## src/rtl/dmem_port_arbiter.sv

```systemverilog
// Shares one byte-write BRAM port between core word accesses and line bursts.
// Define ARB_ROUND_ROBIN_EN for round-robin ties; default is line-first priority.
module dmem_port_arbiter #(
   parameter int ADDR_WIDTH = 11,
   parameter int NUM_COL    = 4,
   parameter int COL_WIDTH  = 8,
   parameter int DATA_WIDTH = NUM_COL*COL_WIDTH,
   parameter int BURST_LEN  = 4
) (
   input  logic                  clk,
   input  logic                  nrst,
   input  logic                  core_req,
   input  logic [NUM_COL-1:0]    core_we,
   input  logic [ADDR_WIDTH-1:0] core_addr,
   input  logic [DATA_WIDTH-1:0] core_wdata,
   output logic                  core_gnt,
   output logic                  core_rvalid,
   output logic [DATA_WIDTH-1:0] core_rdata,
   input  logic                  line_req,
   input  logic                  line_wr,
   input  logic [ADDR_WIDTH-1:0] line_addr,
   input  logic [DATA_WIDTH-1:0] line_wdata,
   output logic                  line_gnt,
   output logic                  line_wready,
   output logic                  line_rvalid,
   output logic [DATA_WIDTH-1:0] line_rdata,
   output logic                  line_done,
   output logic                  ram_en,
   output logic [NUM_COL-1:0]    ram_we,
   output logic [ADDR_WIDTH-1:0] ram_addr,
   output logic [DATA_WIDTH-1:0] ram_din,
   input  logic [DATA_WIDTH-1:0] ram_dout
);

   localparam int BW = $clog2(BURST_LEN);
   localparam int HW = ADDR_WIDTH - BW;
   localparam logic [BW-1:0] CNT_LAST = '1;

   typedef enum logic {IDLE, BURST} state_t;
   typedef enum logic [1:0] {TAG_NONE, TAG_CORE, TAG_LINE} tag_t;

   state_t                state_q, state_d;
   tag_t                  tag_q, tag_d;
   logic [BW-1:0]         cnt_q, cnt_d;
   logic [HW-1:0]         base_q, base_d;
   logic                  wr_q, wr_d;
   logic                  done_q, done_d;
   logic                  prio_q, prio_d;
   logic [DATA_WIDTH-1:0] core_rdata_q, core_rdata_d;
   logic [DATA_WIDTH-1:0] line_rdata_q, line_rdata_d;
   logic                  pick_line, pick_core;

   always_comb begin
      state_d     = state_q;
      tag_d       = TAG_NONE;
      cnt_d       = cnt_q;
      base_d      = base_q;
      wr_d        = wr_q;
      done_d      = 1'b0;
      prio_d      = prio_q;
      pick_line   = 1'b0;
      pick_core   = 1'b0;
      core_gnt    = 1'b0;
      line_gnt    = 1'b0;
      line_wready = 1'b0;
      line_done   = done_q;
      ram_en      = 1'b0;
      ram_we      = '0;
      ram_addr    = '0;
      ram_din     = '0;
      // Everything combinational is forced quiet while reset is held.
      if (nrst) begin
         unique case (state_q)
            IDLE: begin
`ifdef ARB_ROUND_ROBIN_EN
               pick_line = line_req && (!core_req || !prio_q);
`else
               pick_line = line_req;
`endif
               pick_core = core_req && !pick_line;
               if (pick_line) begin
                  line_gnt = 1'b1;
                  ram_en   = 1'b1;
                  ram_addr = {line_addr[ADDR_WIDTH-1:BW], {BW{1'b0}}};
                  base_d   = line_addr[ADDR_WIDTH-1:BW];
                  wr_d     = line_wr;
                  cnt_d    = BW'(1);
                  prio_d   = 1'b1;
                  state_d  = BURST;
                  if (line_wr) begin
                     ram_we      = '1;
                     ram_din     = line_wdata;
                     line_wready = 1'b1;
                  end else begin
                     tag_d = TAG_LINE;
                  end
               end else if (pick_core) begin
                  core_gnt = 1'b1;
                  ram_en   = 1'b1;
                  ram_we   = core_we;
                  ram_addr = core_addr;
                  ram_din  = core_wdata;
                  prio_d   = 1'b0;
                  if (core_we == '0) tag_d = TAG_CORE;
               end
            end
            BURST: begin
               ram_en   = 1'b1;
               ram_addr = {base_q, cnt_q};
               cnt_d    = cnt_q + BW'(1);
               if (wr_q) begin
                  ram_we      = '1;
                  ram_din     = line_wdata;
                  line_wready = 1'b1;
               end else begin
                  tag_d = TAG_LINE;
               end
               if (cnt_q == CNT_LAST) begin
                  state_d = IDLE;
                  cnt_d   = '0;
                  done_d  = !wr_q;
                  if (wr_q) line_done = 1'b1;
               end
            end
            default: state_d = IDLE;
         endcase
      end
   end

   assign core_rvalid  = (tag_q == TAG_CORE);
   assign line_rvalid  = (tag_q == TAG_LINE);
   assign core_rdata   = core_rvalid ? ram_dout : core_rdata_q;
   assign line_rdata   = line_rvalid ? ram_dout : line_rdata_q;
   assign core_rdata_d = core_rdata;
   assign line_rdata_d = line_rdata;

   always_ff @(posedge clk or negedge nrst) begin
      if (!nrst) begin
         state_q      <= IDLE;
         tag_q        <= TAG_NONE;
         cnt_q        <= '0;
         base_q       <= '0;
         wr_q         <= 1'b0;
         done_q       <= 1'b0;
         prio_q       <= 1'b0;
         core_rdata_q <= '0;
         line_rdata_q <= '0;
      end else begin
         state_q      <= state_d;
         tag_q        <= tag_d;
         cnt_q        <= cnt_d;
         base_q       <= base_d;
         wr_q         <= wr_d;
         done_q       <= done_d;
         prio_q       <= prio_d;
         core_rdata_q <= core_rdata_d;
         line_rdata_q <= line_rdata_d;
      end
   end

endmodule

```

## config.mk

```make
export PLATFORM = sky130hd
export DESIGN_NAME = dmem_port_arbiter
export DESIGN_NICKNAME = d
export VERILOG_FILES = /design/src/rtl/dmem_port_arbiter.sv
export SDC_FILE = /design/constraint.sdc
export NUM_CORES = 1
export LEC_CHECK = 0
export BUFFER_PORTS_ARGS = -buffer_cell sky130_fd_sc_hd__buf_2
export CAP_MARGIN = 20
export CORE_UTILIZATION = 30
export CTS_BUF_LIST = sky130_fd_sc_hd__clkbuf_8
export CTS_CLUSTER_DIAMETER = 40
export DETAILED_ROUTE_END_ITERATION = 6
export PLACE_DENSITY = 0.66
export SETUP_SLACK_MARGIN = 0.4
export SLEW_MARGIN = 25
export SYNTH_ARGS = -nofsm -noshare
export SYNTH_HDL_FRONTEND = slang
export SYNTH_SLANG_ARGS = --single-unit
```

## constraint.sdc

```tcl
create_clock -name clk -period 1.6 [get_ports clk]
set_input_delay 0 -clock clk [delete_from_list [all_inputs] [get_ports clk]]
set_output_delay 0 -clock clk [all_outputs]
set_load 0.02 [all_outputs]
```

==> flow_metrics.env <==
export IMPL_syn_area_per_cell_sq_um=12.8
export IMPL_hold_viol=0
export IMPL_min_period_ps=1800
export IMPL_vias_per_cell=4.87
export IMPL_hp_class="in -> reg"
export IMPL_synth_nets=407
export IMPL_drc=29
export IMPL_maxCapViolations=0
export IMPL_clockBufferDepth=2
export IMPL_first_pass_iters=6
export IMPL_drtIter0Drc=257
export IMPL_synth_warnings=0
export IMPL_grtUsageTotal_pct=23.0
export IMPL_finalMaxSlewViolations=0
export IMPL_cts_tree="yes"
export IMPL_yosysTopAreaCell="dfrtp_1"
export IMPL_ant_nets=0
export IMPL_area_growth_syn_to_layout_pct=126
export IMPL_ios=245
export IMPL_grt_pass1_vias=3993
export IMPL_htree_levels=3
export IMPL_required_ps=1600
export IMPL_initial_utilization_pct=31.0
export IMPL_portBuffers=242
export IMPL_hold_slack_ps=26.8
export IMPL_status="complete, but fails checks"
export IMPL_fin_ws_ps=-198
export IMPL_netlist_area_leader_share_pct=56.1
export IMPL_maxSlewHeadroom_pct=53.4
export IMPL_register_area_sq_mm=0.00200
export IMPL_dieArea_sq_mm=0.0123
export IMPL_worst_pin_slew_ps=699
export IMPL_place_inst=654
export IMPL_drive_gt1_share_pct=70.6
export IMPL_fmax_ghz=0.556
export IMPL_gp_congestion=0.798
export IMPL_period_share_pct=112
export IMPL_route_vias_total=3890
export IMPL_dieWidth_microns=111
export IMPL_ys_types=24
export IMPL_n_antenna_cell=0
export IMPL_grt_pass1_wl_microns=21700
export IMPL_wl_microns=16400
export IMPL_layout_commonest_cell="buf_6"
export IMPL_antenna_found_initial=0
export IMPL_ys_seq_elements=80
export IMPL_peakVddDrop_mv=0.679
export IMPL_layout_cells_non_filler=799
export IMPL_power_density_mw_per_mm2=1560
export IMPL_clkSlewWorstSetupHoldPaths_ps=70
export IMPL_wl_per_cell_microns=20.5
export IMPL_endpoint_kind="output pin"
export IMPL_rsz0062_at_grt="yes"
export IMPL_violations="design-rule violations, negative setup slack"
export IMPL_row_count=39
export IMPL_cp_max_fo=8
export IMPL_syn_inst=279
export IMPL_path_class="reg -> out"
export IMPL_fill_cells=741
export IMPL_synth_area_leaders="dfrtp_1, mux2_2, a22o_1, nand2_1, a22oi_1"
export IMPL_skew_ps=9.65
export IMPL_ys_seq_area_share_pct=56.1
export IMPL_cts_sinks=80
export IMPL_grt_overflow_total=0
export IMPL_fin_nets=779
export IMPL_setup_viol=116
export IMPL_synthesis_area_sq_mm=0.00357
export IMPL_crit_arrival_ps=1800
export IMPL_core_area_sq_mm=0.0115
export IMPL_die_h_microns=111
export IMPL_cts_buffers=9
export IMPL_startpoint_type="flip-flop"
export IMPL_clock_latency_ps=350
export IMPL_multiInputGateArea_sq_mm=0.00193
export IMPL_final_cell_mix="buf_6, buf_2, dfrtp_1"
export IMPL_grt_max_degree=76
export IMPL_leakagePower_nw=4.19
export IMPL_dp_hpwl_microns=8440
export IMPL_root_buffer="clkbuf_8"
## where the power goes
| part | internal [mW] | total [mW] | switching [mW] |
|---|---|---|---|
| clock | 0.769 | 1.53 | 0.761 |
| combinational | 4.53 | 7.99 | 3.47 |
| sequential | 2.72 | 3.07 | 0.349 |
| total | 8.02 | 12.6 | 4.58 |
## final cells by class
| type | instances | share of cell area, % |
|---|---|---|
| clock buffer | 10 | 1.71 |
| clock inverter | 6 | 0.837 |
| inverter | 3 | 0.140 |
| multi-input combinational | 175 | 23.9 |
| sequential | 80 | 24.8 |
| tap | 143 | 2.22 |
| timing repair buffer | 382 | 46.4 |
## cell usage after synthesis
cell,n
a21o_1,4
a21oi_1,4
a22o_1,36
a22oi_1,9
a31o_2,1
and2_1,2
and4bb_2,1
buf_2,10
buf_6,5
clkbuf_1,6
dfrtp_1,80
ha_1,1
inv_1,3
mux2_2,64
nand2_1,41
nand2b_1,1
nand3b_1,1
nor2_1,2
nor2b_1,3
nor3_1,1
nor4_1,1
o21a_1,1
o21ai_0,1
o31a_1,1
## state kept, by name (all words and copies together) (netlist names)
signal	flops
core_rdata_q	32
line_rdata_q	32
base_q	9
cnt_q	2
tag_q	2
done_q	1
state_q	1
wr_q	1
## stage by stage
stage	worst slack, ps	util, %	area [sq um]	power, mW	TNS (ps)
finish	-198	70.1	8070	12.6	-16210
global route	-284	70.1	8070	13.1	-24400
CTS	-193	62.8	7230	11.0	-15870
detailed placement	151	46.8	5390	7.69	0
global placement	166	46.8	5390	7.59	0
floorplan	177	-	4080	6.34	0
## cell families (layout without fill, tap and decap cells)
kind of cell,count (synthesis),in the layout,share of synthesized area (%)
adders and majority gates,1,1,0.351
buffers and inverters,24,401,3.93
and+or+nand+nor,53,53,6.45
muxes,64,64,20.2
DFF,80,80,56.1
AOI/OAI and AO/OA,57,57,13.0
## per-layer routing
metal  GRT usage, %  up-vias  share of wire (%)  wire [microns]
li1               -     1753                  -               -
met1           25.8     1923                 37            6120
met2           42.6      184                 54            8820
met3           4.32       30                5.6             916
met4           9.19        0                3.2             521
met5              0        -                  0               0
## timing repair
| item | in CTS | in global routing |
|---|---|---|
| pin swaps | 5 | 14 |
| resized for setup | 218 | 117 |
| hold buffers | 46 | 0 |
| buffers inserted | 28 | 37 |
| cloned | 11 | 7 |
| setup endpoints to repair | 181 | 188 |
| hold endpoints to repair | 81 | 0 |
## worst max-delay path: stages, from the launching register on
cell	delay, ps
dfrtp_1	410
nand3b_1	220
inv_2	90
a22o_4	250
clkbuf_16	190
a22o_1	160
buf_6	130
## worst paths after layout
kind	startpoint	to	slack (ps)	cells past startpoint
worst max-delay path	state_q	ram_din[31]	-200	6
max in group asynchronous	nrst	tag_q[0]	660	3
worst min register to register	base_q[8]	base_q[8]	500	2
worst max register to register	tag_q[0]	line_rdata_q[3]	-10	7
min in group asynchronous	nrst	base_q[8]	120	2
worst min-delay path	line_req	state_q	30	3
Power figures use the tool's default switching activity.
